## src/rtl/player_sprite_seq.sv

```systemverilog
// Player sprite sequencer: chooses the pose and walk frame once per video frame and
// produces the registered per-pixel sprite ROM address and in-sprite flag.
module player_sprite_seq #(
  parameter int SPR_W        = 43,
  parameter int SPR_H        = 50,
  parameter int ANIM_DIV     = 6,
  parameter int SHOOT_FRAMES = 10
) (
  input  logic        vga_clk,
  input  logic        Reset,
  input  logic        frame_start,
  input  logic        move_left,
  input  logic        move_right,
  input  logic        shoot,
  input  logic [9:0]  PlayerX,
  input  logic [9:0]  PlayerY,
  input  logic [9:0]  DrawX,
  input  logic [9:0]  DrawY,
  input  logic        blank,
  output logic [1:0]  sprite_sel,
  output logic        anim_frame,
  output logic [12:0] rom_address,
  output logic        in_sprite
);

  typedef enum logic [1:0] {
    ST_FWD   = 2'd0,
    ST_LEFT  = 2'd1,
    ST_RIGHT = 2'd2,
    ST_SHOOT = 2'd3
  } state_e;

  localparam logic [5:0]  ANIM_LAST = 6'(ANIM_DIV - 1);
  localparam logic [5:0]  HOLD_LOAD = 6'(SHOOT_FRAMES - 1);
  localparam logic [12:0] FRAME_OFS = 13'(SPR_W * SPR_H);

  state_e      state_q;
  state_e      state_d;
  logic [5:0]  hold_q;
  logic [5:0]  anim_cnt_q;
  logic        anim_q;
  logic        holding_s;
  logic        walking_s;

  logic [10:0] dx_s;
  logic [10:0] dy_s;
  logic        inside_s;
  logic [12:0] base_s;
  logic [12:0] addr_d;
  logic [12:0] addr_q;
  logic        in_sprite_q;

  assign holding_s = (state_q == ST_SHOOT) && (hold_q != 6'd0);
  assign walking_s = (state_q == ST_LEFT) || (state_q == ST_RIGHT);

  // Next pose: an active shoot hold wins, otherwise shoot > single direction > forward.
  always_comb begin
    state_d = ST_FWD;
    if (holding_s) begin
      state_d = ST_SHOOT;
    end else if (shoot) begin
      state_d = ST_SHOOT;
    end else if (move_left && !move_right) begin
      state_d = ST_LEFT;
    end else if (move_right && !move_left) begin
      state_d = ST_RIGHT;
    end else begin
      state_d = ST_FWD;
    end
  end

  // Pose FSM with shoot-hold and walk-animation counters, advanced only at frame_start.
  always_ff @(posedge vga_clk or posedge Reset) begin
    if (Reset) begin
      state_q    <= ST_FWD;
      hold_q     <= 6'd0;
      anim_cnt_q <= 6'd0;
      anim_q     <= 1'b0;
    end else if (frame_start) begin
      state_q <= state_d;
      case (state_d)
        ST_SHOOT: begin
          hold_q     <= holding_s ? (hold_q - 6'd1) : HOLD_LOAD;
          anim_cnt_q <= 6'd0;
          anim_q     <= 1'b0;
        end
        ST_FWD: begin
          hold_q     <= 6'd0;
          anim_cnt_q <= 6'd0;
          anim_q     <= 1'b0;
        end
        default: begin
          hold_q <= 6'd0;
          // Walk counter runs across LEFT<->RIGHT turns and starts fresh on entry.
          if (!walking_s) begin
            anim_cnt_q <= 6'd0;
            anim_q     <= 1'b0;
          end else if (anim_cnt_q == ANIM_LAST) begin
            anim_cnt_q <= 6'd0;
            anim_q     <= ~anim_q;
          end else begin
            anim_cnt_q <= anim_cnt_q + 6'd1;
            anim_q     <= anim_q;
          end
        end
      endcase
    end else begin
      state_q    <= state_q;
      hold_q     <= hold_q;
      anim_cnt_q <= anim_cnt_q;
      anim_q     <= anim_q;
    end
  end

  // Box test and ROM address; negative offsets show up as the sign bit of the 11-bit difference.
  always_comb begin
    dx_s     = {1'b0, DrawX} - {1'b0, PlayerX};
    dy_s     = {1'b0, DrawY} - {1'b0, PlayerY};
    inside_s = blank && !dx_s[10] && !dy_s[10]
               && (dx_s < 11'(SPR_W)) && (dy_s < 11'(SPR_H));
    base_s   = ({3'b000, dy_s[9:0]} * 13'(SPR_W)) + {3'b000, dx_s[9:0]};
    if (!inside_s) begin
      addr_d = 13'd0;
    end else if (walking_s && anim_q) begin
      addr_d = base_s + FRAME_OFS;
    end else begin
      addr_d = base_s;
    end
  end

  // Pixel-path output registers, one cycle behind the pixel coordinates.
  always_ff @(posedge vga_clk or posedge Reset) begin
    if (Reset) begin
      addr_q      <= 13'd0;
      in_sprite_q <= 1'b0;
    end else begin
      addr_q      <= addr_d;
      in_sprite_q <= inside_s;
    end
  end

  assign sprite_sel  = state_q;
  assign anim_frame  = anim_q;
  assign rom_address = addr_q;
  assign in_sprite   = in_sprite_q;

endmodule
```

## config.mk

```make
export PLATFORM = sky130hd
export DESIGN_NAME = player_sprite_seq
export DESIGN_NICKNAME = d
export VERILOG_FILES = /design/src/rtl/player_sprite_seq.sv
export SDC_FILE = /design/constraint.sdc
export NUM_CORES = 1
export LEC_CHECK = 0
export ABC_AREA = 1
export CAP_MARGIN = 5
export CORE_ASPECT_RATIO = 1.75
export CORE_MARGIN = 4
export CORE_UTILIZATION = 29
export CTS_CLUSTER_SIZE = 20
export DETAILED_ROUTE_END_ITERATION = 10
export GPL_TIMING_DRIVEN = 1
export SLEW_MARGIN = 20
export SYNTH_ARGS = -nofsm -noshare
export SYNTH_HDL_FRONTEND = slang
export SYNTH_SLANG_ARGS = --single-unit
```

## constraint.sdc

```tcl
create_clock -name vga_clk -period 4 [get_ports vga_clk]
set_input_delay 0.8 -clock vga_clk [delete_from_list [all_inputs] [get_ports vga_clk]]
set_output_delay 0.8 -clock vga_clk [all_outputs]
set_load 0.02 [all_outputs]
```

== Yosys cells after proc, flatten, opt, wreduce, memory -nomap -nowiden ==
Index checks and enable logic that the tools add are counted.

* Bits in registers: 29
* Latch bits: 0
* RAM bits: 0
* ROM bits: 0
* Input port bits: 47
* Output and inout port bits: 17
* Logic and storage cells: 53
* Memories kept: 0

* $add $sub $neg: 6
* $mul: 1
* Div/mod/pow operators: 0
* Magnitude comparators: 2
* Equality and inequality tests: 6
* Shifts and indexed selects: 0
* Muxes and demuxes: 14
* Bitwise logic cells: 1
* Reductions and logical operators: 17

{| class="wikitable"
|+ Operator list
! cell !! number
|-
| 6-bit two-way mux || 5
|-
| 13-bit two-way mux || 2
|-
| 11-bit by 6-bit < comparator with 1-bit output, second input constant || 2
|-
| 10-bit by 10-bit subtractor with 11-bit output || 2
|-
| 13-bit by 10-bit adder with 13-bit output || 1
|-
| 13-bit by 12-bit adder with 13-bit output, second input constant || 1
|-
| 10-bit by 6-bit multiplier with 13-bit output, second input constant || 1
|-
| 1-bit logical AND || 8
|-
| 2-bit two-way mux || 4
|-
| 6-bit by 1-bit adder with 6-bit output, second input constant || 1
|-
| 2-bit equality test, second input constant || 3
|-
| 6-bit by 3-bit equality test with 1-bit output, second input constant || 1
|-
| 6-bit nonzero test || 1
|-
| 6-bit by 1-bit subtractor with 6-bit output, second input constant || 1
|-
| 1-bit zero test || 4
|-
| 1-bit two-way mux || 3
|-
| 3-bit by 2-bit inequality test with 1-bit output, second input constant || 1
|-
| 2-bit by 1-bit equality test with 1-bit output, second input constant || 1
|-
| 2-bit zero test || 1
|-
| 2-bit AND reduction || 1
|-
| 2-bit OR reduction || 1
|-
| 1-bit logical OR || 1
|-
| 1-bit NOT || 1
|}

== Depth between registers and ports, before layout ==
Gate-level depths: netlist of the first run.

* Word-level depth: 10
* Mapped depth: 33
* Depth with buffers taken out: 33

== Worst setup path after synthesis of the first run ==
OpenSTA, ideal clock, no wires.

* Kind: input-to-reg
* Start point: input port DrawY[0]
* End point: register addr_q[12], in the netlist rom_address[12]
* Setup time: 0.117 ns
* Data arrival time: 5.382 ns
* Setup slack: -1.499 ns
* Stages: 29
* Cell sequence: inv_1 ha_1 inv_1 fa_1 nand2_1 nand3_1 a21oi_1 o21bai_1 xor2_1 inv_1 ha_1 fa_1 fa_1 inv_1 fa_1 inv_1 ha_1 nand2_1 inv_1 a21oi_1 nand2_1 nand2_1 nand2_1 nor2_2 nand3_1 nor2_2 nor2_1 nor2_1 nor2_1

* Longest elaborated chain between the ends: 6
* Elaborated cells between the ends (all ways): 11

{| class="wikitable"
|+ RTL lines
! what !! RTL line !! text
|-
| start, declared || 18 || <nowiki>input logic [9:0] DrawY,</nowiki>
|-
| 10-bit by 10-bit subtractor with 11-bit output * || 118 || <nowiki>dy_s = {1'b0, DrawY} - {1'b0, PlayerY};</nowiki>
|-
| 10-bit by 6-bit multiplier with 13-bit output / 1-bit zero test (equally long branches) || 121, 119 ||
|-
| 13-bit by 10-bit adder with 13-bit output / 1-bit logical AND (equally long branches) || 121, 119 ||
|-
| 13-bit by 12-bit adder with 13-bit output / 1-bit logical AND (equally long branches) || 125, 120 ||
|-
| 13-bit two-way mux / 1-bit logical AND (equally long branches) || 124, 120 ||
|-
| 13-bit two-way mux * || 122 || <nowiki>if (!inside_s) begin</nowiki>
|-
| via addr_d[12] || 49 || <nowiki>logic [12:0] addr_d;</nowiki>
|-
| end signal, assigned || 137 || <nowiki>addr_q <= addr_d;</nowiki>
|-
| end, declared || 50 || <nowiki>logic [12:0] addr_q;</nowiki>
|}

The timed path passes the listed nets; every way through them passes the cells marked *.
A chain may end at the register's enable or synchronous reset.

== Worst setup path after layout of the first run ==
Ends and elaborated chain as after synthesis.

==> flow_summary.toml, run 1 <==
[final_layout]
layout.cells.most_common_list = "nand2_1 (110), buf_4 (110), inv_1 (109)"
area_growth_pct = 62.2
finalNetCount = 971
antenna_cells = 0
layout.core_utilization = 0.484
multi_input_comb_area_mm2 = 0.00395
drive_above_1_share = 0.388
fillers = 1426
seq_area_um2 = 726

[sta]
period_minus_slack_ps = 5140
final.period_utilization = 1.29
tightestPinTransition_ps = 582
clock_skew_ps = 4.10
timing.fmax_mhz = 194
setup_viol_count_final = 9
final-hold-violation-count = 0
setup_ws_ps = -1140
slew_viol_final = 0
slew_headroom = 0.611
rsz0062_at_grt = "true"

[global_route]
grt_remaining_overflow = 0
grt_pass1_wl_um = 19000
grt.busiest_layer = "met2"
track_usage = 0.133
grt_pass1_vias = 4604
use_met1 = 0.124
grt_util_met2 = 0.280
number_of_antenna_violations_at_the_first_check_in_global_routing = 0
met3_track_demand_over_resource_in_global_routing = 0.00525
grt_start_max_net_pins = 30

[yosys]
synth_simple_gate_area_share = 0.296
synth_area_per_cell_um2 = 6.96
synthAdderAreaFrac = 0.289
synthesis.nets = 779
synth_cell_type_count = 36
synth_sequential_area_ratio = 0.162
post_synth_xor_area_fraction = 0.0602
synth_top_family_by_area = "simple AND/OR/NAND/NOR gates"
yosys_register_bits = 29
synth_compound_area_frac = 0.0630
synthesis.area_mm2 = 0.00447
synth.yosys.warnings = 0
synth.mux.area_fraction = 0
post_synth_inst_count = 642

[floorplan]
floorplan.die.width_um = 102
initial_core_util = 0.298
top_level_ports = 64
fp.dieArea_mm2 = 0.0175
floorplan.die.height_um = 172
core_area_mm2 = 0.0150
rows = 59

[detailed_routing]
wirelength_um = 11600
initialDrtViolationCount = 78
post_detailed_route_drc_marker_count = 0
wire_per_inst_um = 11.4
drt_first_pass_iters = 4
average_via_count_per_standard_cell = 4.48
ant_nets = 0
vias = 4554

[worst_setup_path]
setup.worst_path.class = "in2reg"
timing.critical_path.fanout_max = 4
worstSetupStartpointType = "primary input"
critical_path_arrival_ps = 5300
critical_path_required_ps = 4160
cp-end-kind = "flop"

[placement]
finalWeightedCongestion = 0.899
hpwlAfterDp_um = 9720
dp_worst_setup_slack_ps = -1970
place.port_buffers = 63

[job]
drv.max_cap_violation_count = 0

[clock_tree]
clkTransAtPathRegs_ps = 40
tritoncts = "yes"
cts_root_buffer = "clkbuf_16"
postCtsHoldBufs = 0
clock_sink_count = 29
cts_max_level = 2
clk-insertion-delay-late_ps = 270
cts-root-to-sink-buffers = 2
cts_inserted_buffers = 5

[outcome]
outcome = "finished with violations"
violations = "setup timing"

[min_path]
hp-class = "reg2reg"
==> metrics by stage <==
stage                     hold slack, ps  TNS [ps]  instances  instance area (um^2)
after floorplan                      475     -7420        642                  4760
final                                524     -8570       1016                  7250
after CTS                            530     -7410       1001                  6940
after global routing                 547    -10330       1016                  7250
after detailed placement             494    -17410        983                  6330
after global placement               490    -16830        983                  6330
==> final timing paths <==
kind	slack [ps]	start	cells past startpoint	to
min in group asynchronous	920	Reset	2	rom_address[12]
max in group asynchronous	2700	Reset	2	rom_address[0]
setup / recovery	-1140	DrawY[0]	26	rom_address[12]
setup reg to reg	2000	hold_q[0]	11	anim_frame
hold reg to reg	520	hold_q[5]	1	hold_q[5]
hold / removal	520	hold_q[5]	1	hold_q[5]
==> logic make-up (layout without fill, tap and decap cells) <==
| kind of cell | after synthesis | after routing |
|---|---|---|
| simple gates | 296 | 296 |
| buf+inv | 152 | 343 |
| fa+ha+maj | 90 | 90 |
| compound gates | 46 | 46 |
| xor+xnor | 29 | 29 |
| flops | 29 | 29 |
==> metal layers <==
| metal | vias to the layer above | part of all wire |
|---|---|---|
| met3 | 38 | 0.026 |
| met4 | 0 | 0.044 |
| met2 | 86 | 0.59 |
| met5 | - | 0 |
| li1 | 2361 | - |
| met1 | 2069 | 0.34 |
==> flip-flops by register name, indices dropped and copies added, names as in the netlist <==
name	cells
sprite_sel	2
anim_frame	1
hold_q	6
anim_cnt_q	6
rom_address	13
in_sprite	1
==> what timing repair did <==
item	4_1_cts	5_1_grt
setup endpoints to repair	11	10
buffers inserted	12	15
pin swaps	78	30
cloned	0	0
resized for setup	137	51
==> cell usage after synthesis (all sizes together) <==
cell type | number | area share
nor4b | 1 | 0.0020
fa | 22 | 0.099
a21oi | 25 | 0.033
nand4 | 10 | 0.014
dfrtp | 29 | 0.16
buf | 1 | 0.0025
o21bai | 3 | 0.0050
inv | 149 | 0.13
o211ai | 1 | 0.0017
o2111ai | 1 | 0.0020
nand2 | 159 | 0.14
a31oi | 2 | 0.0028
o21a | 2 | 0.0034
clkbuf | 2 | 0.0017
a31o | 1 | 0.0020
a21boi | 1 | 0.0017
or2 | 1 | 0.0014
xor2 | 21 | 0.045
nand3 | 48 | 0.056
ha | 68 | 0.19
nand3b | 6 | 0.010
nor4 | 1 | 0.0014
nor2 | 63 | 0.062
o21ai | 9 | 0.010
xnor2 | 8 | 0.016
nor3 | 7 | 0.010
o22ai | 1 | 0.0014
==> worst max-delay path: stages <==
cell and delay, ps:
buf_8 110, inv_12 40, ha_4 110, inv_2 30, fa_2 380, buf_4 150
a31o_4 230, xor2_2 180, ha_1 290, fa_1 510, fa_1 540, inv_1 50
fa_1 490, inv_1 60, ha_4 310, nand2_4 80, buf_4 150, nor2_4 80
nand2_1 70, nand3_2 90, xor2_2 200, nor2_2 70, nor2_1 130, nand2_1 60
nand2_1 60, nor2_1 30
==> area by class of cell <==
| cell class | count | area share |
|---|---|---|
| Tap cell | 183 | 0.0316 |
| Multi-Input combinational cell | 461 | 0.545 |
| Inverter | 149 | 0.0799 |
| Timing Repair Buffer | 188 | 0.225 |
| Sequential cell | 29 | 0.100 |
| Clock inverter | 1 | 0.000691 |
| Clock buffer | 5 | 0.0173 |
Power of run 1 is left out: the tool's default activity adds up to more than one toggle a clock period on the data nets, which glitch-free logic cannot reach.
==> inputs of run 2 (changes only) <==
==> constraint.sdc (replaced) <==
create_clock -name vga_clk -period 4 [get_ports vga_clk]
set_input_delay 0.8 -clock vga_clk [delete_from_list [all_inputs] [get_ports vga_clk]]
set_output_delay 0.8 -clock vga_clk [all_outputs]
set_load 0.01 [all_outputs]
==> results of run 2 <==
No change in the layout: final DEF, timing and power equal those of run 1.
Power of run 2 is left out for the same reason.
